## config.mk

```make
export PLATFORM = sky130hd
export DESIGN_NAME = mm_codebreaker
export DESIGN_NICKNAME = d
export VERILOG_FILES = /design/src/rtl/mm_codebreaker.sv
export SDC_FILE = /design/constraint.sdc
export NUM_CORES = 1
export LEC_CHECK = 0
export CORE_MARGIN = 2
export CORE_UTILIZATION = 45
export CTS_CLUSTER_DIAMETER = 120
export CTS_CLUSTER_SIZE = 8
export DETAILED_ROUTE_END_ITERATION = 6
export PLACE_DENSITY = 0.66
export SETUP_SLACK_MARGIN = 0.02
export SYNTH_ARGS = -nofsm -noshare
export SYNTH_HDL_FRONTEND = slang
export SYNTH_SLANG_ARGS = --single-unit
```

## constraint.sdc

```tcl
create_clock -name clk -period 18.3 [get_ports clk]
set_clock_uncertainty 0.1 [all_clocks]
set_input_delay 5.49 -clock clk [delete_from_list [all_inputs] [get_ports clk]]
set_output_delay 5.49 -clock clk [all_outputs]
set_load 0.01 [all_outputs]
```

## src/rtl/mm_codebreaker.sv

```systemverilog
// ============================================================================
//  Module   : mm_codebreaker
//  Purpose  : Autonomous Mastermind guesser (4 digits x 8 colours). Each new
//             guess is the lowest code consistent with every stored
//             (guess, red, white) history entry.
//  Ports    : clk, resetn (sync, active-low), start (new game pulse)
//             guess[11:0] / guess_valid / guess_ready : guess handshake
//             fb_valid / fb_red[2:0] / fb_white[2:0]  : feedback input
//             guess_count[3:0], busy, solved, fail    : status
//  Options  : MM_CODEBREAKER_OPENER_EN - first guess is the fixed opener
//             12'h240 instead of a searched code.
//  Revision : 1.0 - initial release
// ============================================================================
`default_nettype none

module mm_codebreaker #(
  parameter int MAX_GUESSES = 8
) (
  input  logic        clk,
  input  logic        resetn,
  input  logic        start,
  output logic [11:0] guess,
  output logic        guess_valid,
  input  logic        guess_ready,
  input  logic        fb_valid,
  input  logic [2:0]  fb_red,
  input  logic [2:0]  fb_white,
  output logic [3:0]  guess_count,
  output logic        busy,
  output logic        solved,
  output logic        fail
);

  typedef enum logic [2:0] {
    ST_IDLE    = 3'd0,
    ST_SEARCH  = 3'd1,
    ST_OFFER   = 3'd2,
    ST_WAIT_FB = 3'd3,
    ST_SOLVED  = 3'd4,
    ST_FAIL    = 3'd5
  } state_t;

  localparam logic [3:0]  MAX_CNT  = 4'(MAX_GUESSES);
  localparam logic [11:0] LAST_CODE = 12'hFFF;
  localparam logic [11:0] OPENER    = 12'h240;

  state_t      state, state_next;
  logic [11:0] candidate;
  logic [3:0]  hidx;      // history entry being checked
  logic [3:0]  hist_n;    // number of stored (guess, feedback) entries

  // Full 4-bit addressable history; only the first MAX_GUESSES are used.
  logic [11:0] hist_guess [0:15];
  logic [2:0]  hist_red   [0:15];
  logic [2:0]  hist_white [0:15];

  logic [2:0]  sc_red, sc_white;
  logic        match, last_entry, accept_cand, out_of_codes;

  // Red = positional matches; white = colour-overlap total minus red.
  function automatic logic [5:0] score(input logic [11:0] a, input logic [11:0] b);
    logic [2:0] red, total, ca, cb;
    red   = 3'd0;
    total = 3'd0;
    for (int i = 0; i < 4; i++)
      if (a[3*i +: 3] == b[3*i +: 3]) red = red + 3'd1;
    for (int c = 0; c < 8; c++) begin
      ca = 3'd0;
      cb = 3'd0;
      for (int i = 0; i < 4; i++) begin
        if (a[3*i +: 3] == 3'(c)) ca = ca + 3'd1;
        if (b[3*i +: 3] == 3'(c)) cb = cb + 3'd1;
      end
      total = total + ((ca < cb) ? ca : cb);
    end
    return {red, total - red};
  endfunction

  always_comb begin
    {sc_red, sc_white} = score(candidate, hist_guess[hidx]);
    match       = (sc_red == hist_red[hidx]) && (sc_white == hist_white[hidx]);
    last_entry  = (hidx == hist_n - 4'd1);
    accept_cand = (hist_n == 4'd0) || (match && last_entry);
    // No higher code exists to resume from after a failed guess of FFF.
    out_of_codes = (guess_count == MAX_CNT) || (guess == LAST_CODE);
  end

  // ---------------------------------------------------------------- FSM
  always_ff @(posedge clk) begin
    if (!resetn) state <= ST_IDLE;
    else         state <= state_next;
  end

  always_comb begin
    state_next  = state;
    guess_valid = 1'b0;
    busy        = 1'b0;
    case (state)
      ST_SEARCH: begin
        busy = 1'b1;
        if (accept_cand)                    state_next = ST_OFFER;
        else if (candidate == LAST_CODE)    state_next = ST_FAIL;
      end
      ST_OFFER: begin
        busy        = 1'b1;
        guess_valid = 1'b1;
        if (guess_ready) state_next = ST_WAIT_FB;
      end
      ST_WAIT_FB: begin
        busy = 1'b1;
        if (fb_valid) begin
          if (fb_red == 3'd4)    state_next = ST_SOLVED;
          else if (out_of_codes) state_next = ST_FAIL;
          else                   state_next = ST_SEARCH;
        end
      end
      default: ;
    endcase
    if (start) state_next = ST_SEARCH;
  end

  // ---------------------------------------------------------- datapath
  always_ff @(posedge clk) begin
    if (!resetn) begin
      candidate   <= 12'h000;
      hidx        <= 4'd0;
      hist_n      <= 4'd0;
      guess       <= 12'h000;
      guess_count <= 4'd0;
      solved      <= 1'b0;
      fail        <= 1'b0;
    end else if (start) begin
      candidate   <= 12'h000;
      hidx        <= 4'd0;
      hist_n      <= 4'd0;
      guess_count <= 4'd0;
      solved      <= 1'b0;
      fail        <= 1'b0;
    end else begin
      case (state)
        ST_SEARCH: begin
          if (hist_n == 4'd0) begin
`ifdef MM_CODEBREAKER_OPENER_EN
            guess <= OPENER;
`else
            guess <= candidate;
`endif
          end else if (match) begin
            if (last_entry) guess <= candidate;
            else            hidx  <= hidx + 4'd1;
          end else begin
            hidx <= 4'd0;
            if (candidate == LAST_CODE) fail      <= 1'b1;
            else                        candidate <= candidate + 12'd1;
          end
        end
        ST_OFFER: begin
          if (guess_ready) guess_count <= guess_count + 4'd1;
        end
        ST_WAIT_FB: begin
          if (fb_valid) begin
            hist_n <= hist_n + 4'd1;
            hidx   <= 4'd0;
            if (fb_red == 3'd4)    solved <= 1'b1;
            else if (out_of_codes) fail   <= 1'b1;
            else begin
`ifdef MM_CODEBREAKER_OPENER_EN
              // The opener skipped the search, so nothing below it is rejected yet.
              candidate <= (hist_n == 4'd0) ? 12'h000 : guess + 12'd1;
`else
              candidate <= guess + 12'd1;
`endif
            end
          end
        end
        default: ;
      endcase
    end
  end

  // History storage needs no reset: entries beyond hist_n are never read.
  always_ff @(posedge clk) begin
    if (resetn && !start) begin
      if (state == ST_OFFER && guess_ready)
        hist_guess[hist_n] <= guess;
      if (state == ST_WAIT_FB && fb_valid) begin
        hist_red[hist_n]   <= fb_red;
        hist_white[hist_n] <= fb_white;
      end
    end
  end

endmodule

`default_nettype wire

```

==> flow_summary_export.csv <==
group,metric,value,unit
setup_path,crit_buf_inv,3,
floorplanning,die_x,202.8,um
pwr,power.total,1625,uW
floorplanning,ios,31,
setup_path,worstSetupEndpointType,"flip-flop",
hold_path,holdPathStages,2,
global_route,grt_pass1_vias,11010,
setup_path,cpMaxStageDelayCell,"dfxtp_4",
route,wl_per_cell,21.41,um
setup_path,crit_top_cell,"xnor2_1",
global_route,grt.overflow.total,0,
global_route,grt_pass1_wl,64.54,mm
floorplanning,initial_core_util,45.79,%
logic_synthesis,syn-instance-count,1357,
logic_synthesis,synth_fp_nets,1463,
floorplanning,rows,72,
setup_path,crit_arrival,9930,ps
floorplanning,die_y,202.8,um
logic_synthesis,synth_top_area_share,48.64,%
clock_tree,htreeDepth,2,
floorplanning,die_area,0.04112,sq mm
route,antenna_left,0,
finish,layout-drive-gt1-share,14.30,%
setup_path,worstSetupPathType,"reg2reg",
timing,setup_viol,0,
hold_path,hp-class,"reg2reg",
timing,period_needed,9541,ps
clock_tree,clock-sinks,333,
setup_path,start_kind,"flip-flop",
pwr,p_sw_share,19.95,%
clock_tree,clock_path_buffers,3,
timing,setup_slack,8759,ps
timing,rsz0062_at_grt,"false",
hold_path,hold_end,"guess[5]",
pwr,p_sw,324.1,uW
route,via_per_inst,5.631,
route,drc,0,
logic_synthesis,synth_most_common_cell,"edfxtp_1",
route,wl,41.35,mm
place,post-place-ws,8833,ps
timing,worst_slew_pin_slew,1134,ps
logic_synthesis,synthesis.area,0.01778,sq mm
pwr,vdd_drop_max,0.00008109,V
timing,drv_slew,0,
global_route,grt_usage,20.72,%
clock_tree,cts-resized-gates,0,
clock_tree,cts.clk_slew.worst_paths,50,ps
finish,antennaDiodeCount,0,
finish,syn_to_final_growth,11.56,%
route,drtPass1Iterations,5,
logic_synthesis,synth_edf_count,288,
global_route,antenna_found_initial,0,
route,drt_iter0_markers,790,
clock_tree,postCtsSetupBuffers,0,
run,maxCapViolations,0,
clock_tree,cts_tree,"yes",
logic_synthesis,avgSynthCellArea,13.10,sq um
logic_synthesis,synth_flop_cell,"edfxtp_1",
setup_path,cpLargestDelayFamily,"adder cells",
pwr,clockPowerShare,48.1,%
pwr,power_density,81.92,mW/mm^2
run_status,status,"finished clean",
timing,max_freq,104.8,MHz
setup_path,cp.required,18690,ps
logic_synthesis,ys_seq_elements,333,
clock_tree,clkLatencyLatePin,570,ps
clock_tree,cts_root_buffer,"clkbuf_16",
place,post-dp-hpwl,26.76,mm
logic_synthesis,yosys_warnings,0,
place,io_buffers,30,
pwr,p_int,1301,uW
logic_synthesis,synthTopCellsByArea,"edfxtp_1 49%, mux4_2 7.2%, ha_1 6.1%",
place,gp_congestion,0.8287,
logic_synthesis,async_reset_ff_share,0,%
setup_path,r2r_slack,8760,ps
setup_path,rr_worst_depth,30,
pwr,power_frac_seq,50.4,%
pwr,power_frac_comb,1.5,%
logic_synthesis,synth_seq_area_share,53.70,%
hold_path,hold_start,"guess[5]",
timing,maxSlewHeadroom,24.14,%
global_route,grt_max_degree,50,
finish,nets,1498,
setup_path,cpPeakStageDelay,830,ps
timing,fin_crit_sh,52.14,%
timing,fin_tns_setup,0,ps
timing,hold_violations,0,
setup_path,cp_max_fo,49,
floorplanning,design.core.area,0.03883,sq mm
setup_path,rr_endpoint,"guess[3]",
logic_synthesis,yosysTopAreaCell,"edfxtp_1",
route,vias,10870,
clock_tree,numCtsBuffers,47,
logic_synthesis,yosysUniqueCellTypes,78,
pwr,leakage,0.006923,uW
logic_synthesis,synthTopCellsByCount,"288 x edfxtp_1, 111 x nand2_1, 87 x nor2_1, 86 x ha_1, 77 x inv_1",
clock_tree,holdBufCountCts,0,
how the worst max path moves through the flow:
| stage | startpoint | end | slack, ps | cells past startpoint |
|---|---|---|---|---|
| 6_report | flip-flop | guess[3] | 8760 | 30 |
| 2_1_floorplan | flip-flop | guess[4] | 9690 | 34 |
| 4_1_cts | flip-flop | guess[2] | 8760 | 30 |
| 3_5_place_dp | flip-flop | guess[2] | 8830 | 30 |
| 5_1_grt | flip-flop | guess[2] | 8100 | 30 |
| 3_3_place_gp | flip-flop | guess[0] | 8970 | 30 |
registers in the layout, indices dropped and copies added, names as in the netlist, named ones only:
signal	cells
hist_white	48
guess	12
hist_guess	192
solved	1
hist_n	4
candidate	12
state	3
hidx	4
guess_count	4
hist_red	48
fail	1
cell usage in the layout, fill, tap and decap left out, types with 28 or more instances in the layout:
master           count
edfxtp_1           288
nand2_1            111
ha_1                86
nor2_1              79
inv_1               77
mux2i_1             63
xnor2_1             61
mux4_2              57
clkbuf_16           48
dfxtp_1             43
xor2_1              40
nand3_1             39
o21ai_0             34
clkdlybuf4s50_1     30
a21oi_1             28
per-stage QoR:
stage / utilization, % / cells / instance area [sq um] / hold slack [ps]
2_1_floorplan: - / 1357 / 17780 / 389.6
3_3_place_gp: 47.74 / 1861 / 18540 / 343.8
3_5_place_dp: 47.74 / 1861 / 18540 / 353.9
4_1_cts: 51.09 / 1931 / 19840 / 364.4
5_1_grt: 51.09 / 1931 / 19840 / 380.9
6_report: 51.09 / 1931 / 19840 / 363.2
layer usage:
| layer | share of wire [%] | track usage [%] | vias to the layer above | routed length (um) |
|---|---|---|---|---|
| met3 | 5.5 | 3.066 | 71 | 2291 |
| met5 | 0 | 0 | - | 0 |
| li1 | - | - | 5071 | - |
| met1 | 43 | 27.61 | 5426 | 17710 |
| met4 | 3.1 | 7.873 | 0 | 1288 |
| met2 | 49 | 34.41 | 306 | 20060 |
cell type report:
class	count	area [sq um]
Fill cell	3256	18990
Sequential cell	333	9557
Multi-Input combinational cell	879	7561
Clock buffer	67	1272
Tap cell	518	648.1
Timing Repair Buffer	54	480.5
Inverter	77	289.0
Clock inverter	3	28.78
logic make-up (layout without fill, tap and decap cells):
family / after synthesis / after routing / synth area share [%]
AOI/OAI and AO/OA: 141 / 141 / 5.496
muxes: 168 / 168 / 14.18
adders and majority gates: 95 / 95 / 7.065
DFF: 333 / 333 / 53.70
xor gates and xnor gates: 105 / 105 / 5.341
buffers and inverters: 145 / 201 / 3.884
and+or+nand+nor: 370 / 370 / 10.33
power groups by stage:
| stage | registers, uW | clock network, uW | logic, uW |
|---|---|---|---|
| after detailed placement | 833 | 0 | 25.0 |
| final | 819 | 781 | 24.9 |
| after global placement | 833 | 0 | 24.3 |
| after CTS | 819 | 798 | 25.1 |
| after floorplan | 833 | 0 | 15.4 |
| after global routing | 818 | 829 | 27.6 |
worst reg2reg max path: cells and delay by family, from the launching register on:
family          cells  cell delay [ps]
mux                 6             1950
fa+ha+maj           7             2520
buf+inv             3              920
flops               1              830
simple gates        5             1380
xor+xnor            6             1230
compound gates      3              530
(Power assumes the default switching activity.)
